[config.mk]
export PLATFORM = sky130hd
export DESIGN_NAME = pre_proc_scheduler_flat
export DESIGN_NICKNAME = d
export VERILOG_FILES = /design/src/rtl/pre_proc_scheduler_pkg.sv /design/src/rtl/pre_proc_scheduler_if.sv /design/src/rtl/pre_proc_scheduler_sat_counter.sv /design/src/rtl/pre_proc_scheduler.sv /design/src/flat_wrapper.sv
export SDC_FILE = /design/constraint.sdc
export NUM_CORES = 1
export LEC_CHECK = 0
export ABC_CLOCK_PERIOD_IN_PS = 3700
export CELL_PAD_IN_SITES_DETAIL_PLACEMENT = 1
export CELL_PAD_IN_SITES_GLOBAL_PLACEMENT = 1
export CORE_MARGIN = 1
export CORE_UTILIZATION = 45
export DETAILED_ROUTE_END_ITERATION = 8
export DONT_BUFFER_PORTS = 1
export GPL_TIMING_DRIVEN = 0
export HOLD_SLACK_MARGIN = 0.08
export PLACE_DENSITY_LB_ADDON = 0.2
export SKIP_CTS_REPAIR_TIMING = 1
export SYNTH_ARGS = -nofsm -noshare
export SYNTH_HDL_FRONTEND = slang
export SYNTH_SLANG_ARGS = --single-unit
[constraint.sdc]
create_clock -name clk_in -period 3.7 [get_ports clk_in]
set_input_delay 0.37 -clock clk_in [delete_from_list [all_inputs] [get_ports clk_in]]
set_output_delay 0.37 -clock clk_in [all_outputs]
set_load 0.05 [all_outputs]
[src/rtl/pre_proc_scheduler_pkg.sv]
// Shared types and defaults for the projection pre-processor frame sequencer.
package pre_proc_sched_pkg;

  typedef enum logic [2:0] {
    IDLE,
    FETCH,
    WAIT_DATA,
    ISSUE,
    WAIT_RESULT,
    DONE
  } sched_state_t;

  localparam int DEFAULT_TIMEOUT_CYCLES = 256;

endpackage

[src/rtl/pre_proc_scheduler_if.sv]
// Control, memory, pre-processor and rasterizer handshakes of the scheduler.
interface pre_proc_scheduler_if #(
  parameter int TRI_ID_WIDTH = 16,
  parameter int CNT_WIDTH    = 16
) ();

  logic                    start_in;
  logic [TRI_ID_WIDTH-1:0] num_tris_in;
  logic                    busy_out;
  logic                    done_out;
  logic                    fetch_valid_out;
  logic [TRI_ID_WIDTH-1:0] fetch_addr_out;
  logic                    fetch_ready_in;
  logic                    fetch_data_valid_in;
  logic                    pp_valid_out;
  logic                    pp_ready_in;
  logic                    pp_valid_in;
  logic                    pp_short_circuit_in;
  logic                    pp_ready_out;
  logic                    pp_flush_out;
  logic                    rast_valid_out;
  logic                    rast_ready_in;
  logic [TRI_ID_WIDTH-1:0] rast_tri_id_out;
  logic [CNT_WIDTH-1:0]    emitted_count_out;
  logic [CNT_WIDTH-1:0]    culled_count_out;
  logic [CNT_WIDTH-1:0]    timeout_count_out;
  logic                    error_out;

  modport master (
    input  start_in, num_tris_in, fetch_ready_in, fetch_data_valid_in,
           pp_ready_in, pp_valid_in, pp_short_circuit_in, rast_ready_in,
    output busy_out, done_out, fetch_valid_out, fetch_addr_out, pp_valid_out,
           pp_ready_out, pp_flush_out, rast_valid_out, rast_tri_id_out,
           emitted_count_out, culled_count_out, timeout_count_out, error_out
  );

  modport slave (
    output start_in, num_tris_in, fetch_ready_in, fetch_data_valid_in,
           pp_ready_in, pp_valid_in, pp_short_circuit_in, rast_ready_in,
    input  busy_out, done_out, fetch_valid_out, fetch_addr_out, pp_valid_out,
           pp_ready_out, pp_flush_out, rast_valid_out, rast_tri_id_out,
           emitted_count_out, culled_count_out, timeout_count_out, error_out
  );

endinterface

[src/rtl/pre_proc_scheduler_sat_counter.sv]
// Saturating event counter with synchronous clear (clear wins over increment).
// Latency: count reflects clr/inc one cycle after they are sampled.
// Backpressure: none; holds at all-ones once saturated.
module sat_counter #(
  parameter int WIDTH = 16
) (
  input  logic             clk_in,
  input  logic             rst_n_in,
  input  logic             clr,
  input  logic             inc,
  output logic [WIDTH-1:0] count
);

  always_ff @(posedge clk_in or negedge rst_n_in) begin
    if (!rst_n_in) begin
      count <= '0;
    end else if (clr) begin
      count <= '0;
    end else if (inc && (count != '1)) begin
      count <= count + WIDTH'(1);
    end
  end

endmodule

[src/rtl/pre_proc_scheduler.sv]
// Frame sequencer: fetch, issue and collect one triangle at a time, forwarding projected ones.
// Latency: >= 3 cycles per triangle (FETCH, WAIT_DATA, ISSUE) plus pre-processor latency.
// Backpressure: rast_ready_in passes straight to pp_ready_out; stalls count toward the watchdog.
module pre_proc_scheduler
  import pre_proc_sched_pkg::*;
#(
  parameter int TRI_ID_WIDTH   = 16,
  parameter int CNT_WIDTH      = 16,
  parameter int TIMEOUT_CYCLES = DEFAULT_TIMEOUT_CYCLES,
  parameter int TO_WIDTH       = $clog2(TIMEOUT_CYCLES + 1)
) (
  input logic                  clk_in,
  input logic                  rst_n_in,
  pre_proc_scheduler_if.master bus
);

  sched_state_t            state;
  logic [TRI_ID_WIDTH-1:0] idx, num_tris, fetch_addr, rast_tri_id;
  logic [TO_WIDTH-1:0]     wd_cnt;
  logic [CNT_WIDTH-1:0]    emitted_cnt, culled_cnt, timeout_cnt;
  logic busy, done, fetch_valid, pp_valid, flush, error;
  logic in_result, cull_ev, emit_ev, timeout_ev, advance, last_tri, start_acc;

  assign in_result  = (state == WAIT_RESULT);
  // Short-circuit takes priority over a coincident valid result.
  assign cull_ev    = in_result & bus.pp_short_circuit_in;
  assign emit_ev    = in_result & ~bus.pp_short_circuit_in & bus.pp_valid_in & bus.rast_ready_in;
  assign timeout_ev = in_result & ~cull_ev & ~emit_ev &
                      (wd_cnt == TO_WIDTH'(TIMEOUT_CYCLES - 1));
  assign advance    = cull_ev | emit_ev | timeout_ev;
  assign last_tri   = (idx == num_tris - TRI_ID_WIDTH'(1));
  assign start_acc  = (state == IDLE) & bus.start_in;

  always_ff @(posedge clk_in or negedge rst_n_in) begin
    if (!rst_n_in) begin
      state       <= IDLE;
      idx         <= '0;
      num_tris    <= '0;
      fetch_addr  <= '0;
      rast_tri_id <= '0;
      wd_cnt      <= '0;
      busy        <= 1'b0;
      done        <= 1'b0;
      fetch_valid <= 1'b0;
      pp_valid    <= 1'b0;
      flush       <= 1'b0;
      error       <= 1'b0;
    end else begin
      done  <= 1'b0;
      flush <= 1'b0;
      case (state)
        IDLE: begin
          if (bus.start_in) begin
            num_tris <= bus.num_tris_in;
            error    <= 1'b0;
            idx      <= '0;
            busy     <= 1'b1;
            if (bus.num_tris_in == '0) begin
              state <= DONE;
              done  <= 1'b1;
            end else begin
              state       <= FETCH;
              fetch_valid <= 1'b1;
              fetch_addr  <= '0;
            end
          end
        end
        FETCH: begin
          if (bus.fetch_ready_in) begin
            fetch_valid <= 1'b0;
            state       <= WAIT_DATA;
          end
        end
        WAIT_DATA: begin
          if (bus.fetch_data_valid_in) begin
            pp_valid <= 1'b1;
            state    <= ISSUE;
          end
        end
        ISSUE: begin
          if (bus.pp_ready_in) begin
            pp_valid    <= 1'b0;
            wd_cnt      <= '0;
            rast_tri_id <= idx;
            state       <= WAIT_RESULT;
          end
        end
        WAIT_RESULT: begin
          wd_cnt <= wd_cnt + TO_WIDTH'(1);
          if (timeout_ev) begin
            flush <= 1'b1;
            error <= 1'b1;
          end
          if (advance) begin
            if (last_tri) begin
              state <= DONE;
              done  <= 1'b1;
            end else begin
              idx         <= idx + TRI_ID_WIDTH'(1);
              fetch_addr  <= idx + TRI_ID_WIDTH'(1);
              fetch_valid <= 1'b1;
              state       <= FETCH;
            end
          end
        end
        DONE: begin
          state <= IDLE;
          busy  <= 1'b0;
        end
        default: state <= IDLE;
      endcase
    end
  end

  sat_counter #(.WIDTH(CNT_WIDTH)) u_emitted (
    .clk_in(clk_in), .rst_n_in(rst_n_in), .clr(start_acc), .inc(emit_ev), .count(emitted_cnt)
  );
  sat_counter #(.WIDTH(CNT_WIDTH)) u_culled (
    .clk_in(clk_in), .rst_n_in(rst_n_in), .clr(start_acc), .inc(cull_ev), .count(culled_cnt)
  );
  sat_counter #(.WIDTH(CNT_WIDTH)) u_timeout (
    .clk_in(clk_in), .rst_n_in(rst_n_in), .clr(start_acc), .inc(timeout_ev), .count(timeout_cnt)
  );

  assign bus.busy_out          = busy;
  assign bus.done_out          = done;
  assign bus.fetch_valid_out   = fetch_valid;
  assign bus.fetch_addr_out    = fetch_addr;
  assign bus.pp_valid_out      = pp_valid;
  assign bus.pp_flush_out      = flush;
  assign bus.error_out         = error;
  assign bus.rast_tri_id_out   = rast_tri_id;
  assign bus.rast_valid_out    = in_result & bus.pp_valid_in & ~bus.pp_short_circuit_in;
  assign bus.pp_ready_out      = in_result & bus.rast_ready_in;
  assign bus.emitted_count_out = emitted_cnt;
  assign bus.culled_count_out  = culled_cnt;
  assign bus.timeout_count_out = timeout_cnt;

endmodule

[src/flat_wrapper.sv]
// flat-port wrapper written by rule: the top's interface ports become plain ports
module pre_proc_scheduler_flat import pre_proc_sched_pkg::*;
#(
  parameter int TRI_ID_WIDTH   = 16,
  parameter int CNT_WIDTH      = 16,
  parameter int TIMEOUT_CYCLES = DEFAULT_TIMEOUT_CYCLES,
  parameter int TO_WIDTH       = $clog2(TIMEOUT_CYCLES + 1)
)
  (clk_in, rst_n_in, bus_start_in, bus_num_tris_in, bus_fetch_ready_in, bus_fetch_data_valid_in, bus_pp_ready_in, bus_pp_valid_in, bus_pp_short_circuit_in, bus_rast_ready_in, bus_busy_out, bus_done_out, bus_fetch_valid_out, bus_fetch_addr_out, bus_pp_valid_out, bus_pp_ready_out, bus_pp_flush_out, bus_rast_valid_out, bus_rast_tri_id_out, bus_emitted_count_out, bus_culled_count_out, bus_timeout_count_out, bus_error_out);
  pre_proc_scheduler_if #(.TRI_ID_WIDTH(TRI_ID_WIDTH), .CNT_WIDTH(CNT_WIDTH)) bus_i ();
  input logic clk_in;
  input logic rst_n_in;
  input wire logic [$bits(bus_i.start_in)-1:0] bus_start_in;
  input wire logic [$bits(bus_i.num_tris_in)-1:0] bus_num_tris_in;
  input wire logic [$bits(bus_i.fetch_ready_in)-1:0] bus_fetch_ready_in;
  input wire logic [$bits(bus_i.fetch_data_valid_in)-1:0] bus_fetch_data_valid_in;
  input wire logic [$bits(bus_i.pp_ready_in)-1:0] bus_pp_ready_in;
  input wire logic [$bits(bus_i.pp_valid_in)-1:0] bus_pp_valid_in;
  input wire logic [$bits(bus_i.pp_short_circuit_in)-1:0] bus_pp_short_circuit_in;
  input wire logic [$bits(bus_i.rast_ready_in)-1:0] bus_rast_ready_in;
  output wire logic [$bits(bus_i.busy_out)-1:0] bus_busy_out;
  output wire logic [$bits(bus_i.done_out)-1:0] bus_done_out;
  output wire logic [$bits(bus_i.fetch_valid_out)-1:0] bus_fetch_valid_out;
  output wire logic [$bits(bus_i.fetch_addr_out)-1:0] bus_fetch_addr_out;
  output wire logic [$bits(bus_i.pp_valid_out)-1:0] bus_pp_valid_out;
  output wire logic [$bits(bus_i.pp_ready_out)-1:0] bus_pp_ready_out;
  output wire logic [$bits(bus_i.pp_flush_out)-1:0] bus_pp_flush_out;
  output wire logic [$bits(bus_i.rast_valid_out)-1:0] bus_rast_valid_out;
  output wire logic [$bits(bus_i.rast_tri_id_out)-1:0] bus_rast_tri_id_out;
  output wire logic [$bits(bus_i.emitted_count_out)-1:0] bus_emitted_count_out;
  output wire logic [$bits(bus_i.culled_count_out)-1:0] bus_culled_count_out;
  output wire logic [$bits(bus_i.timeout_count_out)-1:0] bus_timeout_count_out;
  output wire logic [$bits(bus_i.error_out)-1:0] bus_error_out;
  assign bus_i.start_in = bus_start_in;
  assign bus_i.num_tris_in = bus_num_tris_in;
  assign bus_i.fetch_ready_in = bus_fetch_ready_in;
  assign bus_i.fetch_data_valid_in = bus_fetch_data_valid_in;
  assign bus_i.pp_ready_in = bus_pp_ready_in;
  assign bus_i.pp_valid_in = bus_pp_valid_in;
  assign bus_i.pp_short_circuit_in = bus_pp_short_circuit_in;
  assign bus_i.rast_ready_in = bus_rast_ready_in;
  assign bus_busy_out = bus_i.busy_out;
  assign bus_done_out = bus_i.done_out;
  assign bus_fetch_valid_out = bus_i.fetch_valid_out;
  assign bus_fetch_addr_out = bus_i.fetch_addr_out;
  assign bus_pp_valid_out = bus_i.pp_valid_out;
  assign bus_pp_ready_out = bus_i.pp_ready_out;
  assign bus_pp_flush_out = bus_i.pp_flush_out;
  assign bus_rast_valid_out = bus_i.rast_valid_out;
  assign bus_rast_tri_id_out = bus_i.rast_tri_id_out;
  assign bus_emitted_count_out = bus_i.emitted_count_out;
  assign bus_culled_count_out = bus_i.culled_count_out;
  assign bus_timeout_count_out = bus_i.timeout_count_out;
  assign bus_error_out = bus_i.error_out;
  pre_proc_scheduler #(.TRI_ID_WIDTH(TRI_ID_WIDTH), .CNT_WIDTH(CNT_WIDTH), .TIMEOUT_CYCLES(TIMEOUT_CYCLES), .TO_WIDTH(TO_WIDTH)) u_core (.clk_in(clk_in), .rst_n_in(rst_n_in), .bus(bus_i));
endmodule
==> results.yml, run 1 <==
yosys:
  postSynth.asyncResetShare_pct: 100
  synth_fa_ha_area_share_pct: 1.29
  ys_types: 60
  ys.flop_type: "dfrtp_1"
  synth_top_family_by_area: "simple AND/OR/NAND/NOR gates"
  synthCells: 699
  syn_area_per_cell_um2: 9.71
  syn_nets: 731
  ys_seq_area_share_pct: 48.0
  synth_simple_gate_area_share_pct: 22.4
  synth_xor_area_share_pct: 7.75
  synthMuxAreaShare_pct: 3.08
  yosys_warnings: 0
  synth_compound_area_share_pct: 14.0
  synth_seq_cells: 130
  synth_area_um2: 6780
  synth_edf_count: 0
placement:
  gp_congestion: 0.768
  dp_hpwl_um: 12700
  numPortBuffers: 0
floorplan:
  rows: 44
  start_util_pct: 46.3
  core_um2: 14600
  ios: 113
  die_w_um: 125
  die_area_um2: 15600
  fp.dieH_um: 125
drt:
  first_pass_iters: 6
  routed_wl_um: 18100
  drc: 16
  wire_per_inst_um: 19.6
  vias: 5445
  viasPerCell: 5.89
  drt_iter0_markers: 272
  route.antenna.remaining_nets: 0
timing:
  finClkSkew_ns: 0.00928
  worst_slew_pin_slew_ns: 1.13
  timing.hold.ws_ns: 0.0735
  slew_violations: 0
  max_freq_mhz: 304
  rsz0062_at_grt: "false"
  tns_ns: 0
  finalCriticalPeriod_ns: 3.29
  finalSetupViolCount: 0
  post-route-period-util_pct: 89.0
  relSlewSlack_pct: 24.5
  hold_violations: 0
final_layout:
  seqCellArea_um2: 3250
  finalNetCount: 762
  layout_commonest_cell: "dfrtp_1"
  final_cell_mix: "130 x dfrtp_1, 85 x nand2_1, 66 x nor2_1, 35 x xnor2_1, 34 x clkbuf_1"
  synthToLayoutAreaGrowth_pct: 13.6
  drive_gt1_share_pct: 8.92
  fill_cells: 1677
  antenna_cells: 0
  multi_input_area_um2: 3290
critical_path:
  max_stage_delay_ns: 1.07
  crit_chain: "ha_1 > nand3_1 > nor2_1 > ha_1 > nor2_1 > and2_1 > clkbuf_1 > a2111oi_1 > nand3_4 > buf_6 > o2bb2ai_1"
  crit_fanout: 10
  critPathKind: "flop to flop"
  crit_family: "compound AO/OA/AOI/OAI gates"
  path_buf_inv: 2
  crit_slowest_cell: "a2111oi_1"
  critPathLaunchType: "flop"
  crit_arrival_ns: 3.58
  cp.required_ns: 3.99
  worstSetupEndpointType: "flop"
grt:
  grt_util_all_layers_pct: 24.9
  grt_max_degree: 131
  grt_pass1_vias: 5837
  grt_pass1_wl_um: 30600
  grt_remaining_overflow: 0
  antenna_found_initial: 0
run:
  drv_cap: 0
pwr:
  power_mw: 4.68
  leakage_nw: 3.26
  power_density_nw_per_um2: 607
  vdd_drop_max_v: 0.000344
clocking:
  clock_path_buffers: 2
  clk_pin_slew_ns: 0.06
  cts_tree: "done"
  clock_sinks: 130
  cts-buffers-inserted: 17
  clock_latency_ns: 0.42
  cts-root-buf: "clkbuf_16"
  htreeDepth: 4
hold_path:
  min-delay-path-class: "input pin to flop"
status:
  status: "complete, but fails checks"
  violations: "design-rule violations"
metal layers:
| layer | routed length [um] | GRT usage (%) | up-vias | part of all wire [%] |
|---|---|---|---|---|
| li1 | - | - | 2558 | - |
| met3 | 926 | 7.56 | 17 | 5.1 |
| met1 | 7940 | 31.1 | 2754 | 44 |
| met4 | 185 | 7.63 | 0 | 1.0 |
| met5 | 0 | 0 | - | 0 |
| met2 | 9080 | 41.1 | 116 | 50 |
path summary, 6_finish.rpt:
check	slack (ns)	endpoint	cells after the start	start
max	0.41	u_core.bus.fetch_addr_out[9]	11	u_core.wd_cnt[0]
min	0.07	u_core.num_tris[9]	2	bus_num_tris_in[9]
max reg2reg	0.41	u_core.bus.fetch_addr_out[9]	11	u_core.wd_cnt[0]
min reg2reg	0.51	u_core.wd_cnt[5]	1	u_core.wd_cnt[5]
max in group asynchronous	2.58	u_core.num_tris[4]	2	rst_n_in
min in group asynchronous	0.55	u_core.bus.rast_tri_id_out[11]	2	rst_n_in
worst register-to-register path, cell delays in order (launching register included):
cell	delay [ns]
dfrtp_1	0.41
ha_1	0.29
nand3_1	0.11
nor2_1	0.11
ha_1	0.18
nor2_1	0.06
and2_1	0.15
clkbuf_1	0.22
a2111oi_1	1.07
nand3_4	0.22
buf_6	0.23
o2bb2ai_1	0.13
cell type report:
cell class | count | area share [%]
Multi-Input combinational cell | 515 | 42.7
Sequential cell | 130 | 42.2
Clock buffer | 24 | 6.51
Tap cell | 184 | 2.99
Buffer | 39 | 2.37
Timing Repair Buffer | 12 | 1.79
Inverter | 15 | 0.731
Clock inverter | 5 | 0.682
metrics by stage:
| step | instance area, um2 | setup WS [ns] | utilization [%] | instances |
|---|---|---|---|---|
| 2_1_floorplan | 6780 | 0.909 | - | 699 |
| 3_3_place_gp | 7010 | 0.477 | 47.9 | 883 |
| 3_5_place_dp | 7010 | 0.410 | 47.9 | 883 |
| 4_1_cts | 7570 | 0.394 | 51.7 | 912 |
| 5_1_grt | 7710 | 0.121 | 52.6 | 924 |
| 6_report | 7710 | 0.407 | 52.6 | 924 |
power breakdown:
group	internal [mW]	total [mW]	leakage [nW]	switching (mW)
sequential	1.59	1.89	1.77	0.304
clock	0.998	1.59	0.274	0.596
combinational	0.428	1.19	1.22	0.765
synth_stat cells (all sizes together), types with 5 or more instances:
master / n / area [um2]
dfrtp: 130 / 3250
nand2: 86 / 330
nor2: 66 / 248
xnor2: 35 / 307
o21ai: 33 / 165
clkbuf: 32 / 120
o2bb2ai: 31 / 272
nand3: 30 / 168
xor2: 25 / 219
nor3: 23 / 115
a21oi: 21 / 105
nand4: 19 / 119
inv: 15 / 56.3
mux2: 15 / 169
a31oi: 13 / 103
or3: 11 / 68.8
nor2b: 9 / 56.3
a22oi: 8 / 65.1
and3: 8 / 50.1
and4: 8 / 70.1
nor4: 8 / 50.1
and2: 7 / 43.8
buf: 7 / 62.6
ha: 7 / 87.6
nand3b: 5 / 37.5
sequential cells by signal, indices dropped and copies added, names as in the netlist, 3 cells and up:
register and count:
u_core.bus.rast_tri_id_out 16, u_core.u_timeout.count 16, u_core.u_emitted.count 16, u_core.u_culled.count 16, u_core.bus.fetch_addr_out 16, u_core.state 3, u_core.wd_cnt 9, u_core.idx 16
u_core.num_tris 16
cells by family (layout without fill, tap and decap cells):
| group | after synthesis | in the layout |
|---|---|---|
| compound gates | 130 | 130 |
| xor+xnor | 60 | 60 |
| fa+ha+maj | 7 | 7 |
| buf+inv | 54 | 95 |
| flops | 130 | 130 |
| mux | 19 | 19 |
| simple gates | 299 | 299 |
(Power assumes the default switching activity.)
==> run 2, diff against run 1 <==
- ABC_CLOCK_PERIOD_IN_PS: 3700 -> unset
==> results of run 2 <==
No change in the layout: final DEF, timing and power equal those of run 1.
==> run 3, diff against run 2 <==
- CORE_ASPECT_RATIO: unset -> 1.25
- clock period: 3.7 -> 3.75 ns (I/O delays scaled with it)
==> results.yml, run 3 (same netlist as run 1, synthesis figures left out) <==
placement:
  gp_congestion: 0.793
  place_ws_ns: 0.460
  numPortBuffers: 0
  dp_hpwl_um: 12800
  placedCellCount: 877
  dpl_cell_area_um2: 7010
clocking:
  clk_pin_slew_ns: 0.06
  clock_sinks: 130
  cts-buffers-inserted: 17
  cts_tree: "done"
  clock_latency_ns: 0.43
  htreeDepth: 4
  clock_path_buffers: 2
  cts-root-buf: "clkbuf_16"
floorplan:
  die_area_um2: 15600
  die_w_um: 112
  fp.dieH_um: 139
  start_util_pct: 46.7
  core_um2: 14500
  rows: 49
  ios: 113
final_layout:
  final_cell_mix: "130 x dfrtp_1, 85 x nand2_1, 66 x nor2_1, 37 x clkbuf_1, 35 x xnor2_1"
  finalNetCount: 764
  instances_no_fill: 921
  synthToLayoutAreaGrowth_pct: 13.6
  antenna_cells: 0
  drive_gt1_share_pct: 8.61
  design_area_um2: 7710
  layout_commonest_cell: "dfrtp_1"
pwr:
  p_seq_share_pct: 40.5
  p_int_mw: 2.97
  pwr-share-comb_pct: 25.4
  leakage_nw: 3.27
  vdd_drop_max_v: 0.000249
  switchingPower_mw: 1.64
  p_clk_share_pct: 34.1
  swShare_pct: 35.6
  power_density_nw_per_um2: 598
status:
  violations: "design-rule violations"
  status: "complete, but fails checks"
critical_path:
  reg2reg_depth: 11
  crit_slowest_cell: "a2111oi_1"
  worstSetupEndpoint: "u_core.bus.fetch_addr_out[7]"
  max_stage_delay_ns: 1.07
  cp.required_ns: 4.05
  timing.rr.end: "u_core.bus.fetch_addr_out[7]"
  r2r_slack_ns: 0.42
  critPathLaunchType: "flop"
  worstSetupEndpointType: "flop"
  reg2reg_from: "u_core.wd_cnt[0]"
  critPathKind: "flop to flop"
  crit_arrival_ns: 3.63
  startpoint: "u_core.wd_cnt[0]"
  crit_fanout: 10
  crit_chain: "ha_1 > nand3_1 > nor2_1 > ha_1 > nor2_1 > and2_1 > clkbuf_1 > a2111oi_1 > nand3_4 > buf_6 > o2bb2ai_1"
timing:
  post-route-period-util_pct: 88.7
  tns_ns: 0
  rsz0062_at_grt: "false"
  fin_ws_ns: 0.424
  slew_violations: 0
  relSlewSlack_pct: 24.5
  timing.hold.ws_ns: 0.0761
  worst_slew_pin_slew_ns: 1.13
  max_freq_mhz: 301
  finalSetupViolCount: 0
  finClkSkew_ns: 0.00683
  hold_violations: 0
  finalCriticalPeriod_ns: 3.33
run:
  drv_cap: 0
drt:
  wire_per_inst_um: 19.6
  drc: 6
  routed_wl_um: 18100
  route.antenna.remaining_nets: 0
  vias: 5467
  viasPerCell: 5.94
  drt_iter0_markers: 179
  first_pass_iters: 6
grt:
  grt_max_degree: 131
  antenna_found_initial: 0
  grt_pass1_vias: 5795
  grt_pass1_wl_um: 30200
  grt_util_all_layers_pct: 24.7
  grt_remaining_overflow: 0
hold_path:
  min-delay-path-class: "input pin to flop"
## run 3: cell types whose count changed in the layout (fill, tap and decap cells not counted)
cell	change
bufinv_16	+1
clkinv_2	+2
dlygate4sd3_1	+2
clkbuf_8	-4
clkinvlp_4	-1
clkbuf_1	+3
## run 3: how the worst min path moves through the flow
stage / startpoint / end / cells after the start
global route: bus_num_tris_in[0] / u_core.num_tris[0] / 2
global placement: rst_n_in / u_core.bus.rast_tri_id_out[14] / 0
finish: bus_num_tris_in[7] / u_core.num_tris[7] / 2
floorplan: rst_n_in / u_core.bus.busy_out / 0
CTS: rst_n_in / u_core.bus.rast_tri_id_out[14] / 0
detailed placement: rst_n_in / u_core.bus.rast_tri_id_out[14] / 0
## run 3: stage by stage
| step | util, % | total power, mW |
|---|---|---|
| floorplan | - | 2.70 |
| global placement | 48.2 | 2.94 |
| detailed placement | 48.2 | 3.02 |
| CTS | 52.0 | 4.61 |
| global route | 53.0 | 4.87 |
| finish | 53.0 | 4.61 |
## run 3: layout make-up
| type | count | area, um2 |
|---|---|---|
| Multi-Input combinational cell | 515 | 3290 |
| Timing Repair Buffer | 14 | 158 |
| Fill cell | 1651 | 6820 |
| Buffer | 39 | 183 |
| Tap cell | 178 | 223 |
| Clock inverter | 7 | 85.1 |
| Sequential cell | 130 | 3250 |
| Inverter | 15 | 56.3 |
| Clock buffer | 23 | 458 |
## run 3: power by group through the flow
stage               Sequential (mW)  Combinational (mW)  Clock (mW)
global placement               1.87                1.07           0
detailed placement             1.89                1.13           0
floorplan                      1.83               0.870           0
finish                         1.87                1.17        1.57
CTS                            1.86                1.14        1.60
global route                   1.90                1.31        1.66
## run 3: routing by layer
metal	global-route usage (%)	vias to the layer above	wire length [um]
met3	7.97	35	947
met4	11.0	0	522
li1	-	2559	-
met5	0	-	0
met2	42.3	116	9150
met1	28.2	2757	7450
## run 3: critical path: cells and delay by family (launching register included)
kind / cells / cell delay [ns]
AOI/OAI and AO/OA: 2 / 1.20
adders and majority gates: 2 / 0.47
buffers and inverters: 2 / 0.44
DFF: 1 / 0.40
and+or+nand+nor: 5 / 0.67
